`src/rtl/alu8_pkg.sv`:
```
// Shared opcode constants, opcode enum and flag bit positions for the alu8 datapath ALU.
// The optional flags output (macro ALU_FLAGS_EN) uses the FLG_* indices and the overflow helper.
package alu8_pkg;

    localparam logic [3:0] OP_ADD  = 4'h0;
    localparam logic [3:0] OP_SUB  = 4'h1;
    localparam logic [3:0] OP_AND  = 4'h2;
    localparam logic [3:0] OP_OR   = 4'h3;
    localparam logic [3:0] OP_XOR  = 4'h4;
    localparam logic [3:0] OP_NOR  = 4'h5;
    localparam logic [3:0] OP_NAND = 4'h6;
    localparam logic [3:0] OP_XNOR = 4'h7;
    localparam logic [3:0] OP_SHL  = 4'h8;
    localparam logic [3:0] OP_SHR  = 4'h9;
    localparam logic [3:0] OP_SRA  = 4'hA;
    localparam logic [3:0] OP_ROL  = 4'hB;
    localparam logic [3:0] OP_ROR  = 4'hC;
    localparam logic [3:0] OP_NOT  = 4'hD;
    localparam logic [3:0] OP_INC  = 4'hE;
    localparam logic [3:0] OP_SLTU = 4'hF;

    typedef enum logic [3:0] {
        ALU_ADD  = 4'h0,
        ALU_SUB  = 4'h1,
        ALU_AND  = 4'h2,
        ALU_OR   = 4'h3,
        ALU_XOR  = 4'h4,
        ALU_NOR  = 4'h5,
        ALU_NAND = 4'h6,
        ALU_XNOR = 4'h7,
        ALU_SHL  = 4'h8,
        ALU_SHR  = 4'h9,
        ALU_SRA  = 4'hA,
        ALU_ROL  = 4'hB,
        ALU_ROR  = 4'hC,
        ALU_NOT  = 4'hD,
        ALU_INC  = 4'hE,
        ALU_SLTU = 4'hF
    } alu_op_t;

    localparam int FLG_N = 3;
    localparam int FLG_Z = 2;
    localparam int FLG_C = 1;
    localparam int FLG_V = 0;

    // Two's-complement overflow of x+y: operands agree in sign, result does not.
    function automatic logic add_ovf(input logic x_msb, input logic y_msb, input logic r_msb);
        return (x_msb == y_msb) && (r_msb != x_msb);
    endfunction

endpackage

```
`src/rtl/alu8_comb.sv`:
```
// Combinational 16-function ALU core: next result (and, with ALU_FLAGS_EN, next {N,Z,C,V}).
// Arithmetic is modulo 2^WIDTH; shift/rotate amount is the low log2(WIDTH) bits of B.
module alu8_comb
    import alu8_pkg::*;
#(
    parameter int WIDTH = 8
) (
    input  logic [WIDTH-1:0] i_a,
    input  logic [WIDTH-1:0] i_b,
    input  logic [3:0]       i_ctr,
    output logic [WIDTH-1:0] o_res
`ifdef ALU_FLAGS_EN
    ,
    output logic [3:0]       o_flags
`endif
);

    localparam int SHW = $clog2(WIDTH);

    logic [SHW-1:0]         w_sh;
    logic signed [WIDTH-1:0] w_a_s;
    logic [2*WIDTH-1:0]     w_rol;
    logic [2*WIDTH-1:0]     w_ror;
    alu_op_t                w_op;

    assign w_sh  = i_b[SHW-1:0];
    assign w_a_s = i_a;
    assign w_op  = alu_op_t'(i_ctr);

    // Rotates: shift a doubled copy of A and keep the half that wrapped around.
    assign w_rol = {i_a, i_a} << w_sh;
    assign w_ror = {i_a, i_a} >> w_sh;

    always_comb begin
        case (w_op)
            ALU_ADD:  o_res = i_a + i_b;
            ALU_SUB:  o_res = i_a - i_b;
            ALU_AND:  o_res = i_a & i_b;
            ALU_OR:   o_res = i_a | i_b;
            ALU_XOR:  o_res = i_a ^ i_b;
            ALU_NOR:  o_res = ~(i_a | i_b);
            ALU_NAND: o_res = ~(i_a & i_b);
            ALU_XNOR: o_res = ~(i_a ^ i_b);
            ALU_SHL:  o_res = i_a << w_sh;
            ALU_SHR:  o_res = i_a >> w_sh;
            ALU_SRA:  o_res = w_a_s >>> w_sh;
            ALU_ROL:  o_res = w_rol[2*WIDTH-1:WIDTH];
            ALU_ROR:  o_res = w_ror[WIDTH-1:0];
            ALU_NOT:  o_res = ~i_a;
            ALU_INC:  o_res = i_a + WIDTH'(1);
            ALU_SLTU: o_res = WIDTH'(i_a < i_b);
            default:  o_res = 'x;
        endcase
    end

`ifdef ALU_FLAGS_EN
    localparam logic [WIDTH-1:0] MSB_ONE = {1'b1, {(WIDTH-1){1'b0}}};

    logic [WIDTH-1:0] w_shl_mask;
    logic [WIDTH-1:0] w_shr_mask;
    logic             w_add_c;
    logic             w_shl_c;
    logic             w_shr_c;
    logic             w_c;
    logic             w_v;

    // Masks select the last bit shifted out: A[WIDTH-sh] left, A[sh-1] right; none when sh=0.
    assign w_shl_mask = (w_sh == '0) ? '0 : (MSB_ONE >> (w_sh - SHW'(1)));
    assign w_shr_mask = (w_sh == '0) ? '0 : (WIDTH'(1) << (w_sh - SHW'(1)));
    assign w_shl_c    = |(i_a & w_shl_mask);
    assign w_shr_c    = |(i_a & w_shr_mask);
    assign w_add_c    = (i_a + i_b) < i_a;

    always_comb begin
        w_c = 1'b0;
        w_v = 1'b0;
        case (w_op)
            ALU_ADD: begin
                w_c = w_add_c;
                w_v = add_ovf(i_a[WIDTH-1], i_b[WIDTH-1], o_res[WIDTH-1]);
            end
            ALU_SUB: begin
                w_c = i_a < i_b;
                w_v = add_ovf(i_a[WIDTH-1], ~i_b[WIDTH-1], o_res[WIDTH-1]);
            end
            ALU_INC: begin
                w_c = &i_a;
                w_v = add_ovf(i_a[WIDTH-1], 1'b0, o_res[WIDTH-1]);
            end
            ALU_SHL: w_c = w_shl_c;
            ALU_SHR: w_c = w_shr_c;
            ALU_SRA: w_c = w_shr_c;
            default: begin
                w_c = 1'b0;
                w_v = 1'b0;
            end
        endcase
    end

    always_comb begin
        o_flags        = '0;
        o_flags[FLG_N] = o_res[WIDTH-1];
        o_flags[FLG_Z] = (o_res == '0);
        o_flags[FLG_C] = w_c;
        o_flags[FLG_V] = w_v;
    end
`endif

endmodule

```
`src/rtl/alu8_reg.sv`:
```
// Registered 16-function ALU: A/B/CTR captured on rising ck, result on O one cycle later.
// Define ALU_FLAGS_EN to add the registered FLAGS[3:0] = {N,Z,C,V} output.
module alu8_reg
    import alu8_pkg::*;
#(
    parameter int WIDTH = 8
) (
    input  logic [WIDTH-1:0] A,
    input  logic [WIDTH-1:0] B,
    output logic [WIDTH-1:0] O,
    input  logic [3:0]       CTR,
    input  logic             ck,
    input  logic             rst_n
`ifdef ALU_FLAGS_EN
    ,
    output logic [3:0]       FLAGS
`endif
);

    logic [WIDTH-1:0] w_res;
    logic [WIDTH-1:0] r_o;

`ifdef ALU_FLAGS_EN
    logic [3:0] w_flags;
    logic [3:0] r_flags;
`endif

    alu8_comb #(
        .WIDTH (WIDTH)
    ) u_comb (
        .i_a     (A),
        .i_b     (B),
        .i_ctr   (CTR),
        .o_res   (w_res)
`ifdef ALU_FLAGS_EN
        ,
        .o_flags (w_flags)
`endif
    );

    // Output stage: no enable, reset clears the in-flight result immediately.
    always_ff @(posedge ck or negedge rst_n) begin
        if (!rst_n) begin
            r_o <= '0;
        end else begin
            r_o <= w_res;
        end
    end

    assign O = r_o;

`ifdef ALU_FLAGS_EN
    always_ff @(posedge ck or negedge rst_n) begin
        if (!rst_n) begin
            r_flags <= '0;
        end else begin
            r_flags <= w_flags;
        end
    end

    assign FLAGS = r_flags;
`endif

endmodule

```
`config.mk`:
```
export PLATFORM = sky130hd
export DESIGN_NAME = alu8_reg
export DESIGN_NICKNAME = d
export VERILOG_FILES = /design/src/rtl/alu8_pkg.sv /design/src/rtl/alu8_comb.sv /design/src/rtl/alu8_reg.sv
export SDC_FILE = /design/constraint.sdc
export NUM_CORES = 1
export LEC_CHECK = 0
export BUFFER_PORTS_ARGS = -buffer_cell sky130_fd_sc_hd__buf_2
export CAP_MARGIN = 20
export CORE_MARGIN = 8
export CORE_UTILIZATION = 50
export CTS_CLUSTER_DIAMETER = 30
export DETAILED_ROUTE_END_ITERATION = 16
export PLACE_DENSITY = 0.75
export SYNTH_ARGS = -nofsm -noshare
export SYNTH_HDL_FRONTEND = slang
export SYNTH_SLANG_ARGS = --single-unit
```
`constraint.sdc`:
```
create_clock -name ck -period 0.8 [get_ports ck]
set_input_delay 0.16 -clock ck [delete_from_list [all_inputs] [get_ports ck]]
set_output_delay 0.16 -clock ck [all_outputs]
set_load 0.005 [all_outputs]
```
==> flow_summary_export.csv, run 1 <==
group,metric,value,unit
detailed_routing,vias,3951,
final_layout,largest_reg_flops,8,
synthesis,synth_top_area_cell,"ha_1",
power,p_switching,1.68,mW
grt,grtUsageTotal,0.285,
synthesis,synthesis.nets,449,
floorplanning,rows,27,
sta,max_freq,0.528,GHz
clock_network,clock_sinks,8,
detailed_routing,postRouteAntennaNets,0,
floorplanning,top_level_ports,30,
synthesis,yosysTopAreaCellShare,0.142,
critical_path,path_class,"in2reg",
clock_network,htreeDepth,1,
power,p_leak,2.13,nW
critical_path,crit_fanout,4,
critical_path,cp.required,0.88,ns
critical_path,end_kind,"register",
placed_design,dp_hpwl,9150,um
grt,grt_max_degree,29,
status,violations,"setup timing",
grt,top_usage_layer,"met2",
sta,worstMarginPinSlew,0.610,ns
placed_design,port_buffers,29,
floorplanning,start_util,0.516,
critical_path,cp_data_arrival_time,1.97,ns
placed_design,dp.cells,594,
power,pwr_density_cell,860,nW/um2
flow_run,cap_viol_max_count,0,
clock_network,cts-root-buf,"clkbuf_8",
synthesis,avgSynthCellArea,7.19,um2
critical_path,cp_num_buf_inv,4,
placed_design,pre_cts_ws,-1.30,ns
floorplanning,die-area,8310,um2
grt,grt_pass1_wl,19400,um
detailed_routing,drt-pass1-iter-count,6,
critical_path,cpPeakStageDelay,0.38,ns
placed_design,gp_congestion,1.01,
synthesis,synth_edf_count,0,
final_layout,syn_to_final_growth,63.8,%
power,switching_share,0.422,
final_layout,final_area,4630,um2
power,power_frac_comb,0.756,
critical_path,path_common_cell,"buf_4",
worst_hold_path,min_path_type,"in2async",
synthesis,async_flop_share,1.00,
grt,grt.met1_usage,0.339,
grt,grt_antenna_before_repair,0,
detailed_routing,wire_per_inst,20.7,um
grt,grt_use_met2,0.467,
sta,timing.final.crit_share,2.37,
status,outcome,"finished, violations left",
detailed_routing,via_per_inst,6.38,
power,p_clk_frac,0.120,
critical_path,critical_path.top_delay_family,"buffers and inverters",
power,p_seq_frac,0.124,
detailed_routing,drc,0,
clock_network,cts_tree,"yes",
detailed_routing,drtIter0Drc,351,
floorplanning,core,5470,um2
sta,fin_crit,1.89,ns
sta,fin_ws,-1.09,ns
floorplanning,die_x,91.2,um
synthesis,ys_seq_area_frac,0.0709,
critical_path,critPathLaunchType,"primary input",
clock_network,clockBufferDepth,2,
synthesis,synth_top_cells_by_area,"ha_1 (14%), mux2i_1 (7.4%), dfrtp_1 (7.1%)",
synthesis,synthCells,393,
synthesis,yosys_warnings,0,
final_layout,final_layout_size_suffix_gt1_frac,0.477,
sta,holdWs,0.306,ns
critical_path,worst_path_max_delay_cell,"fa_2",
critical_path,crit_chain,"buf_2 > buf_4 > nand2_2 > buf_4 > buf_4 > fa_2 > nor2b_4 > o31a_1 > o22ai_2 > xnor2_1 > a21boi_1 > nand3_1",
power,peakVddDrop,685,uV
final_layout,final_util,0.845,
final_layout,antenna_cells,0,
sta,finalMaxSlewViolations,0,
sta,rsz0062_at_grt,"true",
grt,use_met3,0.0650,
sta,finalSetupViolations,16,
power,p_int,2.30,mW
grt,grt_remaining_overflow,0,
synthesis,netlist_area,2820,um2
grt,grt_pass1_vias,3826,
clock_network,cts_made_buffers,3,
sta,finalSetupTns,-8.21,ns
synthesis,yosysUniqueCellTypes,65,
placed_design,dpl_cell_area,3970,um2
detailed_routing,routed_wl,12800,um
synthesis,ys_ff_latch,8,
clock_network,clk_pin_slew,0.04,ns
final_layout,fin_cells,619,
critical_path,startpoint,"B[1]",
sta,hold_viol,0,
final_layout,nNetsFinal,605,
floorplanning,die_h,91.2,um
power,fin_total_pwr,3.98,mW
synthesis,synth_flop_cell,"dfrtp_1",
sta,timing.slew.headroom,0.592,
[power by group through the flow]
stage	Sequential (mW)	Clock, mW	Combinational, mW
final	0.492	0.479	3.01
after global routing	0.495	0.507	3.18
after CTS	0.490	0.478	2.68
after detailed placement	0.496	0	2.38
after global placement	0.492	0	2.34
after floorplan	0.509	0	1.38
[worst max path at each step]
stage | to | slack [ns] | cells past startpoint
floorplan | O[6] | -1.24 | 12
global placement | O[7] | -1.29 | 11
detailed placement | O[4] | -1.30 | 10
CTS | O[7] | -1.02 | 11
global route | O[7] | -1.19 | 12
finish | O[6] | -1.09 | 12
[kinds of logic after synthesis]
family / Yosys count / synth area share
adder cells (fa/ha/maj): 34 / 0.156
XOR/XNOR: 13 / 0.0403
AND/OR/NAND/NOR: 128 / 0.216
AO/OA/AOI/OAI: 125 / 0.310
buffers and inverters: 59 / 0.104
flip-flops: 8 / 0.0709
multiplexers: 26 / 0.104
[synthesized netlist by cell type, types with 3 or more instances]
cell and number:
o211ai_1 6, buf_4 4, o32ai_1 4, buf_6 3, o21bai_1 3, a2111oi_0 4, a221oi_1 3, nor4_1 4
o21ai_0 15, and3_1 4, o22ai_1 15, nand2b_1 8, nand3_1 11, xor2_1 4, a21oi_1 25, a211oi_1 6
nor3_1 9, ha_1 32, or2_2 3, clkbuf_1 5, o32a_1 4, nand4_1 3, nor2_1 43, and2_1 3
a22oi_1 5, dfrtp_1 8, buf_2 14, nand2_1 27, nor2b_1 6, a21boi_0 3, xnor2_1 9, inv_1 28
a31oi_1 7, mux2i_1 21
[placed cells by master (no fill, tap or decap), types with 3 or more instances in the layout]
master | Yosys | layout
nand2_1 | 27 | 25
nand3_1 | 11 | 8
buf_2 | 14 | 22
a31oi_1 | 7 | 5
buf_6 | 3 | 14
or2_2 | 3 | 3
a21oi_1 | 25 | 22
o32a_1 | 4 | 4
inv_1 | 28 | 19
xnor2_1 | 9 | 7
xor2_1 | 4 | 4
buf_4 | 4 | 136
nor2_4 | 0 | 3
o211ai_1 | 6 | 6
buf_12 | 1 | 3
nor2b_1 | 6 | 4
nand3_2 | 0 | 3
nand4_1 | 3 | 3
nor3_1 | 9 | 9
o22ai_1 | 15 | 11
a211oi_2 | 0 | 3
o22ai_2 | 0 | 4
clkbuf_8 | 0 | 3
nor2_1 | 43 | 38
o32ai_1 | 4 | 4
and3_1 | 4 | 3
ha_4 | 0 | 9
inv_2 | 0 | 6
buf_8 | 0 | 3
a21oi_2 | 2 | 4
ha_1 | 32 | 21
dfrtp_1 | 8 | 8
o21ai_0 | 15 | 11
mux2i_1 | 21 | 20
a22oi_1 | 5 | 5
nand2b_1 | 8 | 7
a211oi_1 | 6 | 3
[cell type report]
class	count	area, um2
Multi-Input combinational cell	326	2740
Timing Repair Buffer	180	1430
Fill cell	340	847
Sequential cell	8	200
Inverter	30	124
Tap cell	72	90.1
Clock buffer	3	41.3
[metal layers]
metal	vias to the layer above	wire length, um
met5	-	0
met4	0	805
met3	84	1350
met2	273	5790
met1	1840	4860
li1	1754	-
[timing repair]
item                                   4_1_cts  5_1_grt
buffers inserted                            14        7
setup endpoints to repair                   16       16
hold buffers                                 1        0
gates resized for setup                     63       29
gates cloned                                 1        0
endpoints found under the hold margin        8        0
pin swaps                                   38       14
Note: power is estimated with default switching activity, not from simulation.
==> inputs of run 2 (changes only) <==
--- a/config.mk
+++ b/config.mk
@@ -6,12 +6,13 @@
 export NUM_CORES = 1
 export LEC_CHECK = 0
 export BUFFER_PORTS_ARGS = -buffer_cell sky130_fd_sc_hd__buf_2
-export CAP_MARGIN = 20
+export CAP_MARGIN = 5
 export CORE_MARGIN = 8
 export CORE_UTILIZATION = 50
 export CTS_CLUSTER_DIAMETER = 30
 export DETAILED_ROUTE_END_ITERATION = 16
-export PLACE_DENSITY = 0.75
+export GPL_TIMING_DRIVEN = 1
+export PLACE_DENSITY = 0.7
 export SYNTH_ARGS = -nofsm -noshare
 export SYNTH_HDL_FRONTEND = slang
 export SYNTH_SLANG_ARGS = --single-unit
==> run 2 against run 1 <==
  * The run still ends with setup timing left
  * Total power up 3.5%
  * Worst hold slack better by 0.0083 ns
  * Non-clock buffer count down 6
  * Clock-buffer cell count unchanged
  * Highest routed layer unchanged
  * Clock power up 4.6%
  * Flip-flop and latch count unchanged
  * First-iteration DRC count up 49%
  * Wire length up 11%
  * Sequential share of layout area down 0.082 points
  * Via count up 4.8%
  * Global-route usage up 0.83 points
==> flow_summary_export.csv, run 2 (synthesis results as in run 1) <==
group,metric,value,unit
power,fin_total_pwr,4.12,mW
final_layout,final_common_cell,"buf_4",
critical_path,crit_fanout,5,
sta,finalSetupTns,-8.51,ns
placed_design,gp_congestion,1.05,
grt,grt_pass1_wl,19600,um
clock_network,clockBufferDepth,2,
final_layout,final_util,0.861,
critical_path,cp_data_arrival_time,2.11,ns
sta,timing.final.crit_share,2.52,
placed_design,dpl_cell_area,4000,um2
placed_design,pre_cts_ws,-1.47,ns
clock_network,cts-root-buf,"clkbuf_8",
critical_path,cpPeakStageDelay,0.33,ns
power,p_leak,2.10,nW
detailed_routing,postRouteAntennaNets,0,
power,switching_share,0.440,
detailed_routing,vias,4141,
power,pwr_density_cell,874,nW/um2
critical_path,path_common_cell,"buf_8",
final_layout,syn_to_final_growth,66.9,%
final_layout,nNetsFinal,599,
power,p_switching,1.81,mW
final_layout,final_layout_size_suffix_gt1_frac,0.495,
sta,finalMaxSlewViolations,0,
power,p_int,2.31,mW
detailed_routing,drt-pass1-iter-count,6,
detailed_routing,drtIter0Drc,524,
detailed_routing,drc,0,
sta,rsz0062_at_grt,"true",
status,outcome,"finished, violations left",
sta,fin_crit,2.02,ns
final_layout,final_area,4710,um2
final_layout,antenna_cells,0,
floorplanning,die_x,91.2,um
detailed_routing,routed_wl,14300,um
power,peakVddDrop,660,uV
floorplanning,start_util,0.516,
critical_path,path_depth,12,
power,power_frac_comb,0.758,
sta,hold_viol,0,
clock_network,clk_pin_slew,0.04,ns
floorplanning,core,5470,um2
sta,max_freq,0.495,GHz
critical_path,crit_chain,"buf_8 > nor2b_4 > buf_6 > buf_8 > a31oi_4 > ha_4 > nand3_2 > o211ai_1 > nor4_2 > nor3_2 > xnor2_1 > o221ai_1",
critical_path,critPathLaunchType,"primary input",
critical_path,worst_path_max_delay_cell,"o211ai_1",
clock_network,cts_tree,"yes",
final_layout,final_cell_mix,"buf_4 (131), nor2_1 (39), nand2_1 (23)",
placed_design,dp_hpwl,9400,um
floorplanning,top_level_ports,30,
placed_design,port_buffers,29,
flow_run,cap_viol_max_count,0,
sta,finalSetupViolations,16,
worst_hold_path,min_path_type,"in2async",
clock_network,htreeDepth,1,
floorplanning,rows,27,
sta,worstMarginPinSlew,0.520,ns
detailed_routing,wire_per_inst,23.3,um
clock_network,cts_made_buffers,3,
grt,grt_remaining_overflow,0,
critical_path,cp.required,0.89,ns
critical_path,path_class,"in2reg",
clock_network,clock_sinks,8,
critical_path,critical_path.top_delay_family,"simple AND/OR/NAND/NOR gates",
grt,grtUsageTotal,0.293,
status,violations,"setup timing",
floorplanning,die_h,91.2,um
floorplanning,die-area,8310,um2
power,p_clk_frac,0.122,
detailed_routing,via_per_inst,6.76,
final_layout,largest_reg_flops,8,
sta,timing.slew.headroom,0.650,
critical_path,end_kind,"register",
sta,fin_ws,-1.22,ns
grt,grt_max_degree,22,
grt,grt_antenna_before_repair,0,
critical_path,cp_num_buf_inv,3,
power,p_seq_frac,0.120,
grt,grt_pass1_vias,3697,
==> run 2: changes by cell type in the layout (fill, tap and decap cells not counted), moves of 4 or more <==
cell	change
buf_4	-5
buf_6	-4
ha_1	-4
ha_4	+4
inv_2	+4
==> run 2: layer usage <==
layer / GRT usage / vias to the layer above / share of wire
met5: 0 / - / 0
met4: 0.154 / 0 / 0.079
met3: 0.0444 / 122 / 0.12
met2: 0.481 / 392 / 0.44
met1: 0.361 / 1888 / 0.37
li1: - / 1739 / -
==> run 2: cell type report <==
cell class / count / area, um2
clock buffers: 3 / 41.3
fillers: 307 / 758
inverters: 30 / 121
multi-input cells: 326 / 2860
flip-flops and latches: 8 / 200
well taps: 72 / 90.1
repair buffers: 174 / 1400
==> run 2: per-stage QoR <==
stage | hold slack [ns] | instances
after floorplan | -0.136 | 393
after global placement | 0.00810 | 596
after detailed placement | 0.00981 | 596
after CTS | 0.304 | 609
after global routing | 0.328 | 613
final | 0.315 | 613
==> run 2: final timing paths <==
kind,end,slack (ns),start
max,O[7],-1.22,CTR[1]
min,O[4],0.31,rst_n
max in group asynchronous,O[3],0.31,rst_n
min in group ck,O[7],0.39,CTR[2]
==> run 2: repair_timing <==
action,4_1_cts,5_1_grt
hold buffers,1,0
resized for setup,79,29
gates cloned,1,0
endpoints found under the setup margin,16,16
pin swaps,37,32
setup buffers,9,4
hold endpoints to repair,8,0
==> run 2: power by group through the flow <==
stage | clock (mW) | sequential [mW] | combinational (mW)
after floorplan | 0 | 0.509 | 1.38
after global placement | 0 | 0.499 | 2.36
after detailed placement | 0 | 0.498 | 2.40
after CTS | 0.497 | 0.492 | 2.76
after global routing | 0.528 | 0.498 | 3.26
final | 0.501 | 0.494 | 3.12
==> inputs of run 3 (changes only) <==
==> constraint.sdc (replaced) <==
create_clock -name ck -period 0.8 [get_ports ck]
set_input_delay 0.2 -clock ck [delete_from_list [all_inputs] [get_ports ck]]
set_output_delay 0.2 -clock ck [all_outputs]
set_load 0.005 [all_outputs]
==> run 3 against run 2 <==
  * The run still ends with setup timing left
  * Utilization shrank 5.6 points
  * Via count shrank 10%
  * Cell area shrank 6.4%
  * Wire length shrank 15%
  * Largest power group unchanged
  * Critical path depth grew 1
  * Non-clock buffer count shrank 6
  * Clock power shrank 4.2%
  * Die area is the same
  * Combinational power shrank 11%
  * Flip-flop and latch count is the same
==> flow_summary_export.csv, run 3 (synthesis results as in run 1) <==
group,metric,value,unit
status,outcome,"finished, violations left",
status,violations,"setup timing",
critical_path,critPathLaunchType,"primary input",
clock_network,cts_made_buffers,3,
clock_network,htreeDepth,1,
power,p_clk_frac,0.128,
grt,grt_pass1_vias,3759,
power,peakVddDrop,592,uV
final_layout,final_cell_mix,"buf_4 (131), nor2_1 (39), nand2_1 (26)",
critical_path,path_class,"in2reg",
final_layout,nFillCells,411,
sta,finalSetupTns,-8.49,ns
power,p_seq_frac,0.132,
floorplanning,die_x,91.2,um
flow_run,cap_viol_max_count,0,
placed_design,pre_cts_ws,-1.44,ns
placed_design,dp_hpwl,9360,um
detailed_routing,drt-pass1-iter-count,5,
worst_hold_path,min_path_type,"in2async",
sta,max_freq,0.522,GHz
final_layout,final_layout_size_suffix_gt1_frac,0.450,
clock_network,clk_pin_slew,0.04,ns
sta,finalMaxSlewViolations,0,
placed_design,port_buffers,29,
detailed_routing,routed_wl,12100,um
detailed_routing,drc,0,
critical_path,cp_data_arrival_time,2.02,ns
power,pwr_density_cell,850,nW/um2
sta,worstMarginPinSlew,0.497,ns
floorplanning,die-area,8310,um2
detailed_routing,via_per_inst,6.13,
grt,grt_remaining_overflow,0,
sta,timing.slew.headroom,0.666,
detailed_routing,vias,3722,
final_layout,largest_reg_flops,8,
critical_path,end_kind,"register",
floorplanning,die_h,91.2,um
clock_network,clock_sinks,8,
sta,fin_ws,-1.12,ns
critical_path,cp.required,0.90,ns
sta,finalSetupViolations,16,
clock_network,clockBufferDepth,2,
final_layout,nNetsFinal,593,
critical_path,crit_fanout,3,
power,p_switching,1.57,mW
final_layout,multi_input_area,2640,um2
sta,hold_viol,0,
grt,grt_pass1_wl,18900,um
clock_network,cts_tree,"yes",
grt,grtUsageTotal,0.280,
grt,grt_antenna_before_repair,0,
sta,rsz0062_at_grt,"true",
floorplanning,top_level_ports,30,
floorplanning,core,5470,um2
grt,grt_max_degree,29,
power,p_int,2.18,mW
detailed_routing,wire_per_inst,19.9,um
final_layout,regArea,200,um2
floorplanning,start_util,0.516,
clock_network,cts-root-buf,"clkbuf_8",
sta,fin_crit,1.92,ns
detailed_routing,postRouteAntennaNets,0,
placed_design,gp_congestion,1.00,
detailed_routing,drtIter0Drc,328,
final_layout,antenna_cells,0,
sta,timing.final.crit_share,2.40,
final_layout,final_common_cell,"buf_4",
power,power_frac_comb,0.740,
final_layout,syn_to_final_growth,56.2,%
power,switching_share,0.420,
floorplanning,rows,27,
power,p_leak,2.04,nW
==> run 3: cell types whose count changed in the layout (fill, tap and decap cells not counted), moves of 4 or more <==
cell | before | now
inv_2 | 10 | 6
buf_6 | 10 | 3
ha_4 | 13 | 8
ha_1 | 17 | 22
==> run 3: worst paths after layout <==
path                        start   end  slack [ns]  cells after the start
setup / recovery           CTR[1]  O[6]       -1.12                     13
hold / removal              rst_n  O[3]        0.36                      2
max in group asynchronous   rst_n  O[4]        0.28                      2
min in group ck            CTR[2]  O[7]        0.49                      4
==> run 3: final cells by class <==
type | instances | area share
clock buffer | 3 | 0.00936
tap | 72 | 0.0204
sequential | 8 | 0.0454
timing repair buffer | 168 | 0.298
inverter | 30 | 0.0281
multi-input combinational | 326 | 0.599
==> run 3: per-layer routing <==
layer  wire length [um]  GRT usage  up-vias
met5                  0          0        -
met4                675      0.179        0
met1               4750      0.337     1743
met2               5710      0.457      195
met3                939     0.0412       53
li1                   -          -     1731
==> run 3: power by group through the flow <==
stage	Clock [mW]	Sequential [mW]	Combinational [mW]
floorplan	0	0.509	1.38
CTS	0.490	0.495	2.58
global route	0.509	0.500	2.96
detailed placement	0	0.499	2.40
global placement	0	0.497	2.37
finish	0.480	0.496	2.77
==> run 3: metrics by stage <==
stage                     hold slack (ns)  utilization  power (mW)  cells  instance area [um2]
final                               0.359        0.806        3.75    607                 4410
after global routing                0.379        0.806        3.97    607                 4410
after CTS                           0.346        0.778        3.56    602                 4260
after detailed placement           0.0512        0.729        2.90    592                 3990
after global placement             0.0470        0.729        2.87    592                 3990
after floorplan                   -0.0956            -        1.89    393                 3020
==> run 3: critical path, stage by stage <==
cell	delay [ns]
buf_8	0.07
nor2b_4	0.17
nand3_2	0.12
nand2_1	0.09
ha_2	0.19
inv_2	0.04
fa_2	0.36
nor2b_4	0.13
o31a_1	0.20
o22ai_2	0.08
xnor2_1	0.13
a21boi_1	0.13
nand3_1	0.10
==> run 3: what timing repair did <==
item | 4_1_cts | 5_1_grt
pin swaps | 25 | 21
endpoints found under the hold margin | 8 | 0
gates resized for setup | 41 | 22
setup endpoints to repair | 16 | 16
buffers inserted | 7 | 5
hold buffers | 1 | 0
